$ cat config.mk
export PLATFORM = sky130hd
export DESIGN_NAME = mind_run_sequencer
export DESIGN_NICKNAME = d
export VERILOG_FILES = /design/src/rtl/mind_run_sequencer.sv
export SDC_FILE = /design/constraint.sdc
export NUM_CORES = 1
export LEC_CHECK = 0
export ABC_AREA = 1
export CORE_MARGIN = 4
export CORE_UTILIZATION = 41
export DETAILED_ROUTE_END_ITERATION = 8
export HOLD_SLACK_MARGIN = 0.06
export PLACE_DENSITY = 0.63
export SKIP_CTS_REPAIR_TIMING = 1
export SYNTH_ARGS = -nofsm -noshare
export SYNTH_HDL_FRONTEND = slang
export SYNTH_SLANG_ARGS = --single-unit
$ cat constraint.sdc
create_clock -name clk -period 1.6 [get_ports clk]
set_input_delay 0.16 -clock clk [delete_from_list [all_inputs] [get_ports clk]]
set_output_delay 0.16 -clock clk [all_outputs]
set_load 0.05 [all_outputs]
$ cat src/rtl/mind_run_sequencer.sv
// Sequences one tinymind engine through N back-to-back passes: reset window, release,
// wait for done_r to rise; reports progress, completion, abort and watchdog timeout.
//   state | meaning
//   IDLE  | engine held in reset, ready for a run request
//   ERST  | engine held in reset for RST_CYCLES before a pass
//   RUN   | engine released, waiting for done_r rise under watchdog
//   FIN   | one-cycle completion, done_pulse high
module mind_run_sequencer #(
  parameter int PASS_W     = 4,
  parameter int RST_CYCLES = 5,
  parameter int TIMEOUT    = 64,
  parameter int TO_W       = $clog2(TIMEOUT + 1)
) (
  input  logic              clk,
  input  logic              rst_n,
  input  logic              start_valid,
  output logic              start_ready,
  input  logic [PASS_W-1:0] start_passes,
  input  logic              abort,
  output logic              eng_rst_n,
  input  logic              eng_done_r,
  output logic              busy,
  output logic [PASS_W-1:0] pass_idx,
  output logic              done_pulse,
  output logic              err_timeout,
  output logic              err_abort
);

  localparam int RC_W = (RST_CYCLES > 1) ? $clog2(RST_CYCLES) : 1;
  localparam logic [RC_W-1:0] RC_LAST = RC_W'(RST_CYCLES - 1);
  localparam logic [TO_W-1:0] TO_LAST = TO_W'(TIMEOUT - 1);

  typedef enum logic [1:0] {IDLE, ERST, RUN, FIN} state_t;

  state_t            state_q, state_d;
  logic [PASS_W-1:0] passes_q, passes_d;
  logic [PASS_W-1:0] pass_idx_q, pass_idx_d;
  logic [RC_W-1:0]   rst_cnt_q, rst_cnt_d;
  logic [TO_W-1:0]   wd_q, wd_d;
  logic              err_to_q, err_to_d;
  logic              err_ab_q, err_ab_d;
  logic              done_prev_q;
  logic              start_ready_q, busy_q, eng_rst_n_q, done_pulse_q;
  logic              accept, rise;
  logic [PASS_W-1:0] pass_inc;

  // start_ready_q is high exactly when the FSM sits in IDLE
  assign accept   = start_valid && start_ready_q;
  assign rise     = (state_q == RUN) && eng_done_r && !done_prev_q;
  assign pass_inc = pass_idx_q + 1'b1;

  always_comb begin
    state_d    = state_q;
    passes_d   = passes_q;
    pass_idx_d = pass_idx_q;
    rst_cnt_d  = rst_cnt_q;
    wd_d       = wd_q;
    err_to_d   = err_to_q;
    err_ab_d   = err_ab_q;
    case (state_q)
      IDLE: begin
        if (accept) begin
          passes_d   = start_passes;
          pass_idx_d = '0;
          err_to_d   = 1'b0;
          err_ab_d   = 1'b0;
          rst_cnt_d  = '0;
          state_d    = (start_passes == '0) ? FIN : ERST;
        end
      end
      ERST: begin
        if (abort) begin
          err_ab_d = 1'b1;
          state_d  = FIN;
        end else if (rst_cnt_q == RC_LAST) begin
          wd_d    = '0;
          state_d = RUN;
        end else begin
          rst_cnt_d = rst_cnt_q + 1'b1;
        end
      end
      RUN: begin
        // abort beats a same-cycle rise; a rise beats a same-cycle timeout
        if (abort) begin
          err_ab_d = 1'b1;
          state_d  = FIN;
        end else if (rise) begin
          pass_idx_d = pass_inc;
          rst_cnt_d  = '0;
          state_d    = (pass_inc == passes_q) ? FIN : ERST;
        end else if (wd_q == TO_LAST) begin
          err_to_d = 1'b1;
          state_d  = FIN;
        end else begin
          wd_d = wd_q + 1'b1;
        end
      end
      FIN:     state_d = IDLE;
      default: state_d = IDLE;
    endcase
  end

  always_ff @(posedge clk) begin
    if (!rst_n) begin
      state_q       <= IDLE;
      passes_q      <= '0;
      pass_idx_q    <= '0;
      rst_cnt_q     <= '0;
      wd_q          <= '0;
      err_to_q      <= 1'b0;
      err_ab_q      <= 1'b0;
      done_prev_q   <= 1'b0;
      start_ready_q <= 1'b1;
      busy_q        <= 1'b0;
      eng_rst_n_q   <= 1'b0;
      done_pulse_q  <= 1'b0;
    end else begin
      state_q       <= state_d;
      passes_q      <= passes_d;
      pass_idx_q    <= pass_idx_d;
      rst_cnt_q     <= rst_cnt_d;
      wd_q          <= wd_d;
      err_to_q      <= err_to_d;
      err_ab_q      <= err_ab_d;
      done_prev_q   <= (state_q == RUN) ? eng_done_r : 1'b0;
      start_ready_q <= (state_d == IDLE);
      busy_q        <= (state_d != IDLE);
      eng_rst_n_q   <= (state_d == RUN);
      done_pulse_q  <= (state_d == FIN);
    end
  end

  assign start_ready = start_ready_q;
  assign busy        = busy_q;
  assign eng_rst_n   = eng_rst_n_q;
  assign pass_idx    = pass_idx_q;
  assign done_pulse  = done_pulse_q;
  assign err_timeout = err_to_q;
  assign err_abort   = err_ab_q;

endmodule

Word level (Yosys, flattened, before mapping):

Index checks and enable logic that the tools add are counted.

* $add $sub $neg: 3
* equal/unequal tests: 18
* mux-type cells: 32
* reduce and logical (&&, ||, !) cells: 20

Operator list (number)
* 2-to-1 mux 7 bit: 5
* 2-to-1 mux 2 bit: 8
* inequality test 2 bit, second input constant: 8
* 2-to-1 mux 3 bit: 5
* one-hot mux 7 bit (2 select lines): 1
* 2-to-1 mux 4 bit: 3
* AND reduction 6 bit: 2
* one-hot mux 3 bit (3 select lines): 1
* equality test 2 bit, second input constant: 4
* one-hot mux 2 bit (4 select lines): 1
* one-hot mux 4 bit (2 select lines): 1
* nonzero test 2 bit: 4
* adder 7 x 1 -> 7 bit, second input constant: 1
* equality test 7 x 6 -> 1 bit, second input constant: 1
* 2-to-1 mux 1 bit: 5
* AND reduction 5 bit: 1
* adder 4 x 1 -> 4 bit, second input constant: 1
* equality test 4 bit: 1
* zero test 2 bit: 2
* zero test 4 bit: 1
* inequality test 2 x 1 -> 1 bit, second input constant: 2
* one-hot mux 1 bit (2 select lines): 2
* AND reduction 2 bit: 2
* AND reduction 4 bit: 1
* other kinds (8): 10

* bits in registers: 27
* bits of input ports: 9
* output and inout port bits: 10
* word-level logic and storage cells: 85

Logic depth before layout (Yosys ltp):

Gate-level depths: netlist of the first run.

* depth in word-level cells: 7
* mapped depth: 15
* mapped depth without buffers: 14

Worst setup path before layout of the first run:

Ideal clock, no wire load.

* path type: register to register
* from: reg pass_idx_q[0] (netlist: pass_idx[0])
* to: reg done_pulse_q (netlist: done_pulse)
* setup time: 0.064 ns
* arrival time: 1.775 ns
* data required time: 1.536 ns
* path slack: -0.240 ns
* cell stages (with the launch flop): 15
* buffers on the path: 0
* period minus slack after synthesis: 1.840 ns
* path through: dfxtp_1 -> ha_1 -> inv_1 -> nand2_1 -> nand2_1 -> nand3_1 -> nor2_1 -> nand2_1 -> nand2_1 -> nand2_1 -> nand2_1 -> nand2_1 -> nand2_1 -> nand2_1 -> nor2_1

* cells in the longest elaborated chain, start to end: 7

Ends and longest elaborated chain
* start: declaration: RTL line 37 `logic [PASS_W-1:0] pass_idx_q, pass_idx_d;`
* start signal: assignment: RTL line 120 `pass_idx_q <= pass_idx_d;`
* adder 4 x 1 -> 4 bit: RTL line 50 `assign pass_inc = pass_idx_q + 1'b1;`
* equality test 4 bit: RTL line 90 `state_d = (pass_inc == passes_q) ? FIN : ERST;`
* 2-to-1 mux 2 bit: RTL line 90
* 2-to-1 mux 2 bit: RTL line 87 `end else if (rise) begin`
* 2-to-1 mux 2 bit: RTL line 84 `if (abort) begin`
* one-hot mux 2 bit (4 select lines): RTL line 60 `case (state_q)`
* equality test 2 bit: RTL line 129 `done_pulse_q <= (state_d == FIN);`
* end signal: assignment: RTL line 129
* end: declaration: RTL line 43 `logic start_ready_q, busy_q, eng_rst_n_q, done_pulse_q;`

Every way passes these cells.
A chain may end at the register's enable or synchronous reset.

Worst setup path after layout of the first run:

* from: reg state_q[0]
* to: reg rst_cnt_q[0]

* cells in the longest elaborated chain, start to end: 5
* elaborated cells between the ends (all ways): 13
* classes of those cells: 7 x eq/ne; 1 x mux; 5 x reduce/logical

Ends and longest elaborated chain
* start: declaration: RTL line 35 `state_t state_q, state_d;`
* start signal: assignment: RTL line 118 `state_q <= state_d;`
* equality test 2 bit: RTL line 49, 60
* logical AND 1 bit (2 in series): RTL line 49 `assign rise = (state_q == RUN) && eng_done_r && !done_prev_q;`
* inequality test 2 bit (no source line)
* AND reduction 6 bit (no source line)
* end signal: assignment: RTL line 121 `rst_cnt_q <= rst_cnt_d;`
* end: declaration: RTL line 38 `logic [RC_W-1:0] rst_cnt_q, rst_cnt_d;`

Parallel ways exist; a longest one is shown, timed or not.

==> results of run 1 <==
through the flow:
stage          power (mW)  cell area [sq um]  setup WS, ns
6_report            2.959               2235       0.01499
5_1_grt             3.197               2235       -0.1375
4_1_cts             2.579               1959       -0.1237
3_5_place_dp        2.265               1933       -0.1018
3_3_place_gp        2.266               1933      -0.09608
2_1_floorplan       1.717               1489     0.0002721
worst min path at each step:
stage          cells after the start       startpoint          end  slack [ns]
4_1_cts                            3  start_passes[2]  passes_q[2]        0.45
3_5_place_dp                       2          wd_q[4]      wd_q[4]        0.44
2_1_floorplan                      2       eng_done_r  done_prev_q        0.32
3_3_place_gp                       2          wd_q[4]      wd_q[4]        0.44
5_1_grt                            3  start_passes[2]  passes_q[2]        0.46
6_report                           3  start_passes[2]  passes_q[2]        0.46
cell type report:
type,count,area (sq um),share of cell area
multi-input cells,150,1016,0.4546
flip-flops and latches,27,556.8,0.2492
repair buffers,58,455.4,0.2038
inverters,32,122.6,0.05487
well taps,46,57.56,0.02576
clock buffers,4,26.28,0.01176
cells in the mapped netlist:
cell type  number  share of area
dfxtp_1        27           0.36
nand3_1        19          0.064
buf_2           1         0.0034
inv_2           3         0.0076
inv_1          28          0.071
o21ai_0         8          0.027
nor2_1         18          0.046
a21oi_1        17          0.057
nor3_1          5          0.017
nand2_1        54           0.14
o21ai_2         1         0.0059
a21oi_2         3          0.018
nand4_1         3          0.013
nand3b_1        1         0.0051
nand2_4         1         0.0076
a211oi_1        3          0.015
ha_1            8          0.068
o211ai_4        1          0.014
xnor2_1         1         0.0059
clkinv_1        1         0.0025
buf_6           1         0.0076
o211a_1         1         0.0068
nor2_2          1         0.0042
o21ai_1         2         0.0068
nor2_8          1          0.014
or2_0           1         0.0042
nor3b_2         1         0.0084
flip-flops by register name (all words and copies together), names as in the netlist:
| register | flops |
|---|---|
| busy | 1 |
| done_prev_q | 1 |
| done_pulse | 1 |
| eng_rst_n | 1 |
| err_abort | 1 |
| err_timeout | 1 |
| pass_idx | 4 |
| passes_q | 4 |
| rst_cnt_q | 3 |
| start_ready | 1 |
| state_q | 2 |
| wd_q | 7 |
layout by cell type, fill, tap and decap left out, types with 2 or more instances in the layout:
cell / n
ha_4: 5
a21oi_2: 4
nor2_2: 3
clkbuf_4: 3
buf_4: 50
inv_1: 25
a211oi_1: 2
dfxtp_1: 18
nand2_4: 6
nor2_4: 4
nand3_2: 5
nand2_2: 5
nand2_1: 44
nor2_1: 12
a21oi_1: 15
ha_1: 2
dfxtp_2: 7
clkdlybuf4s50_1: 8
o21ai_2: 2
nand3_1: 14
inv_2: 5
dfxtp_4: 2
nor3_1: 5
o21ai_0: 5
nand4_1: 3
o21ai_1: 3
power groups by stage:
stage	Sequential, mW	Combinational [mW]	Clock [mW]
floorplan	1.04	0.675	0
global placement	0.876	1.39	0
detailed placement	0.878	1.39	0
CTS	0.862	1.39	0.323
global route	0.898	1.95	0.349
finish	0.883	1.77	0.309
routing by layer:
metal | vias to the layer above | share of wire | GRT usage | routed length [um]
li1 | 804 | - | - | -
met1 | 682 | 0.46 | 0.1966 | 1672
met2 | 22 | 0.48 | 0.2780 | 1740
met3 | 9 | 0.027 | 0.01970 | 97
met4 | 0 | 0.026 | 0.05955 | 92
met5 | - | 0 | 0 | 0
cell families (layout without fill, tap and decap cells):
logic type,after synthesis,in the layout,synth area share
XOR/XNOR,1,1,0.005908
flip-flops,27,27,0.3646
AND/OR/NAND/NOR,105,105,0.3190
AO/OA/AOI/OAI,36,36,0.1511
buffers and inverters,34,94,0.09198
adder cells (fa/ha/maj),8,8,0.06751
worst max-delay path, stage by stage (launching register included):
cell	delay (ns)
dfxtp_2	0.36
inv_2	0.07
ha_4	0.16
nand2_4	0.07
nor2_8	0.15
inv_2	0.07
a21oi_4	0.15
o211ai_4	0.13
or2_1	0.26
a21oi_2	0.11
==> summary.txt, run 1 <==
Critical Path End Type: flip-flop
htree depth: 1
Root Driver: clkbuf_4
worst-skew pair later-pin latency: 0.33 ns
flop2flop setup slack: 0.01 ns
Max Slew Vio Count: 0
yosys warns: 0
FF+latch count, synth: 27
GRT Residual Overflow: 0
Avg WL per Cell: 11.37 um
Clock Skew: 0.001820 ns
reg2reg path depth: 9
Rows: 21
clock tree sinks: 27
post-synthesis cell area: 0.001483 sq mm
first-pass GRT wire length: 5.658 mm
gpl congestion: 0.8004
fillers: 308
CP startpoint kind: flip-flop
total core area: 0.003416 sq mm
PortBufs: 18
largest net degree at the start of global routing: 15
fin cells: 317
Final min period: 1.585 ns
Antenna Cells: 0
combinational share of power: 0.597
CTS tree: done
count of cell types in the netlist: 27
share of power burned in registers: 0.298
fin util: 0.6542
Starting Density: 0.4341
Pwr per Cell Area: 1324 mW/mm^2
Seq/Total Area, Yosys: 0.3646
final net count: 289
worst-path maximum fanout: 7
Critical path origin: state_q[0]
hold_ws: 0.4561 ns
final antenna-violating net count: 0
vias per cell: 4.785
DRT Pass-1 Iters: 4
syn avg cell area: 7.027 sq um
Post-route DRC: 0
area growth from synthesis to layout: 50.72%
Reg clk slew, reported paths: 0.15 ns
Inst Count DP: 306
DR iter-0 viols: 38
Peak Freq: 0.6309 GHz
Pint: 1.687 mW
clock network fraction of total power: 0.104
Total Routed Length: 3.603 mm
WS Path Type: flip-flop to flip-flop
initial antenna violation count: 0
HPWL Detailed: 2.572 mm
Worst slew margin: 0.7451
Worst EP required: 1.88 ns
Mapped Nets: 228
critical path arrival: 1.87 ns
maximum vdd ir drop: 0.8641 mV
outcome: finished, final reports clean
worst slew pin tran: 0.3812 ns
reg2reg start: state_q[0]
Die ar.: 0.004642 sq mm
clk buf depth: 2
number of primary I/O pins: 19
total CTS buffers: 3
layout cells sized above 1: 0.4022
die span in x: 68.14 um
RSZ-0062 raised after global routing: yes
sw frac: 0.4301
last element of the critical path: rst_cnt_q[0]
TNS Setup: 0 ns
NetSw: 1.273 mW
Hold Fails Final Rpt: 0
R2R Path End: rst_cnt_q[0]
worst min-delay path category: input pin to flip-flop
cells after synthesis: 211
Die Height: 68.14 um
max cap viols: 0
LEAKAGE: 0.9733 nW
Final setup viols: 0
via count: 1517
period utilization: 0.9906
vias in the first global route: 1342
Tot GR Track Use: 0.1586
Power figures use the tool's default switching activity.
==> run 2: changes to the inputs <==
CORE_UTILIZATION = 49   (was 41)
PLACE_DENSITY = 0.74   (was 0.63)
==> run 2 against run 1 <==
  * The flow now finishes with violations (negative setup slack)
  * Non-clock buffer count shrank 9
  * Via count up 2.2%
  * Setup slack got worse by 0.11 ns
  * Highest routed layer unchanged
  * Critical endpoint is now busy
==> summary.txt, run 2 (synthesized netlist as in run 1, its figures left out) <==
Clock Skew: 0.003823 ns (+0.002003 ns)
htree depth: 1 (unchanged)
vias in the first global route: 1376 (+2.5%)
total CTS buffers: 3 (unchanged)
Hold Fails Final Rpt: 0 (unchanged)
Max Slew Vio Count: 0 (unchanged)
Critical path origin: wd_q[1]
largest net degree at the start of global routing: 16 (+1)
HPWL Detailed: 2.627 mm (+2.1%)
clock network fraction of total power: 0.103 (about the same)
CTS tree: done
flop2flop setup slack: -0.1 ns (-0.11 ns)
worst min-delay path category: flip-flop to flip-flop
worst setup margin: -0.09813 ns (-0.1131 ns)
number of primary I/O pins: 19 (unchanged)
final total power: 2.902 mW (-1.9%)
Antenna Cells: 0 (unchanged)
worst slew pin tran: 0.2530 ns (-0.1282 ns)
Inst Count DP: 286 (-6.5%)
critical path arrival: 1.98 ns (+0.11 ns)
WS Path Type: flip-flop to flip-flop
fin cells: 293 (-7.6%)
initial antenna violation count: 0 (unchanged)
Placement Setup Slack: -0.1781 ns (-0.07635 ns)
Total Routed Length: 3.770 mm (+4.6%)
commonest non-fill, non-tap cell in the layout: nand2_1
final net count: 280 (-3.1%)
vias per cell: 5.290 (+11%)
first-pass GRT wire length: 5.747 mm (+1.6%)
Critical Path End Type: flip-flop
most frequent cells in the layout: nand2_1, buf_4, inv_1, dfxtp_1, nand3_1
die span in x: 63.01 um (-7.5%)
failing checks: negative setup slack
largest reg by FF count: wd_q
area growth from synthesis to layout: 44.14%
reg2reg start: wd_q[1]
CP startpoint kind: flip-flop
max cap viols: 0 (unchanged)
DRT Pass-1 Iters: 4 (unchanged)
sw frac: 0.4376 (+0.007493)
Rows: 19 (-9.5%)
worst-path maximum fanout: 4 (-3)
Peak Freq: 0.5889 GHz (-6.7%)
GRT Residual Overflow: 0 (unchanged)
gpl congestion: 0.8619 (+7.7%)
fin util: 0.7554 (+0.1012)
RSZ-0062 raised after global routing: yes
max reg flops: 7 (unchanged)
layout cells sized above 1: 0.3779 (-0.02435)
WHS Path Cells: 2 (-1)
PortBufs: 18 (unchanged)
share of power burned in registers: 0.307 (+0.009)
Worst slew margin: 0.8308 (+0.08570)
clk buf depth: 2 (unchanged)
period utilization: 1.061 (+0.07070)
worst-skew pair later-pin latency: 0.32 ns (about the same)
NetSw: 1.270 mW (-0.22%)
outcome: finished, violations left
combinational share of power: 0.590 (-0.007)
LEAKAGE: 0.9179 nW (-5.7%)
Die Height: 63.01 um (-7.5%)
Final min period: 1.698 ns (+0.1131 ns)
Pwr per Cell Area: 1358 mW/mm^2 (+2.5%)
fillers: 216 (-30%)
Worst EP required: 1.88 ns (about the same)
Pint: 1.632 mW (-3.2%)
maximum vdd ir drop: 1.053 mV (+22%)
Hold Path Origin: wd_q[4]
Avg WL per Cell: 12.87 um (+13%)
Tot GR Track Use: 0.1751 (+0.01642)
total core area: 0.002829 sq mm (-17%)
Final setup viols: 7 (+7)
Post-route DRC: 0 (unchanged)
Reg clk slew, reported paths: 0.15 ns (about the same)
reg2reg path depth: 11 (+2)
Starting Density: 0.5241 (+0.09004)
via count: 1550 (+2.2%)
final antenna-violating net count: 0 (unchanged)
Root Driver: clkbuf_4
clock tree sinks: 27 (unchanged)
DR iter-0 viols: 63 (+66%)
Die ar.: 0.003970 sq mm (-14%)
-- run 2: cell count changes in the layout (fill, tap and decap cells not counted), moves of 2 or more --
cell,before,now
buf_4,50,40
ha_1,2,4
a21oi_2,4,8
dfxtp_1,18,20
a21oi_1,15,10
inv_2,5,3
nand2_2,5,8
dfxtp_2,7,4
nand2_4,6,3
-- run 2: metrics by stage --
| step | cell area [sq um] | setup TNS (ns) | hold slack [ns] |
|---|---|---|---|
| 2_1_floorplan | 1489 | 0 | 0.3174 |
| 3_3_place_gp | 1877 | -0.7269 | 0.4316 |
| 3_5_place_dp | 1877 | -1.746 | 0.4374 |
| 4_1_cts | 1904 | -2.292 | 0.4583 |
| 5_1_grt | 2137 | -2.026 | 0.4722 |
| 6_report | 2137 | -0.3340 | 0.4566 |
-- run 2: routing by layer --
metal  global-route usage  part of all wire  wire length [um]  vias to the layer above
li1                     -                 -                 -                      784
met1               0.2237              0.43              1612                      714
met2               0.3030              0.51              1904                       38
met3              0.02158             0.038               144                       14
met4              0.05510             0.029               109                        0
met5                    0                 0                 0                        -
-- run 2: layout make-up --
cell class / count / area [sq um] / share of cell area
clock buffer: 3 / 22.52 / 0.01054
clock inverter: 1 / 5.005 / 0.002342
inverter: 32 / 125.1 / 0.05855
multi-input combinational: 150 / 997.2 / 0.4666
sequential: 27 / 556.8 / 0.2605
tap: 31 / 38.79 / 0.01815
timing repair buffer: 49 / 391.6 / 0.1833
-- run 2: worst max-delay path: stages (launching register included) --
cell and delay, ns:
dfxtp_2 0.37, ha_1 0.16, nand2_1 0.11, inv_1 0.09, nand3_1 0.12, nor2_1 0.18
nor3_1 0.08, o21ai_1 0.17, o21ai_2 0.12, nor2_1 0.16, inv_1 0.05, nand2_1 0.05
-- run 2: worst paths after layout --
check | endpoint
hold / removal | wd_q[4]
hold reg to reg | wd_q[4]
setup reg to reg | busy
setup / recovery | busy
-- run 2: power groups by stage --
stage               registers (mW)  clock network (mW)  logic (mW)
floorplan                     1.04                   0       0.675
finish                       0.892               0.298        1.71
CTS                          0.865               0.310        1.40
global route                 0.909               0.347        1.86
global placement             0.874                   0        1.37
detailed placement           0.880                   0        1.40
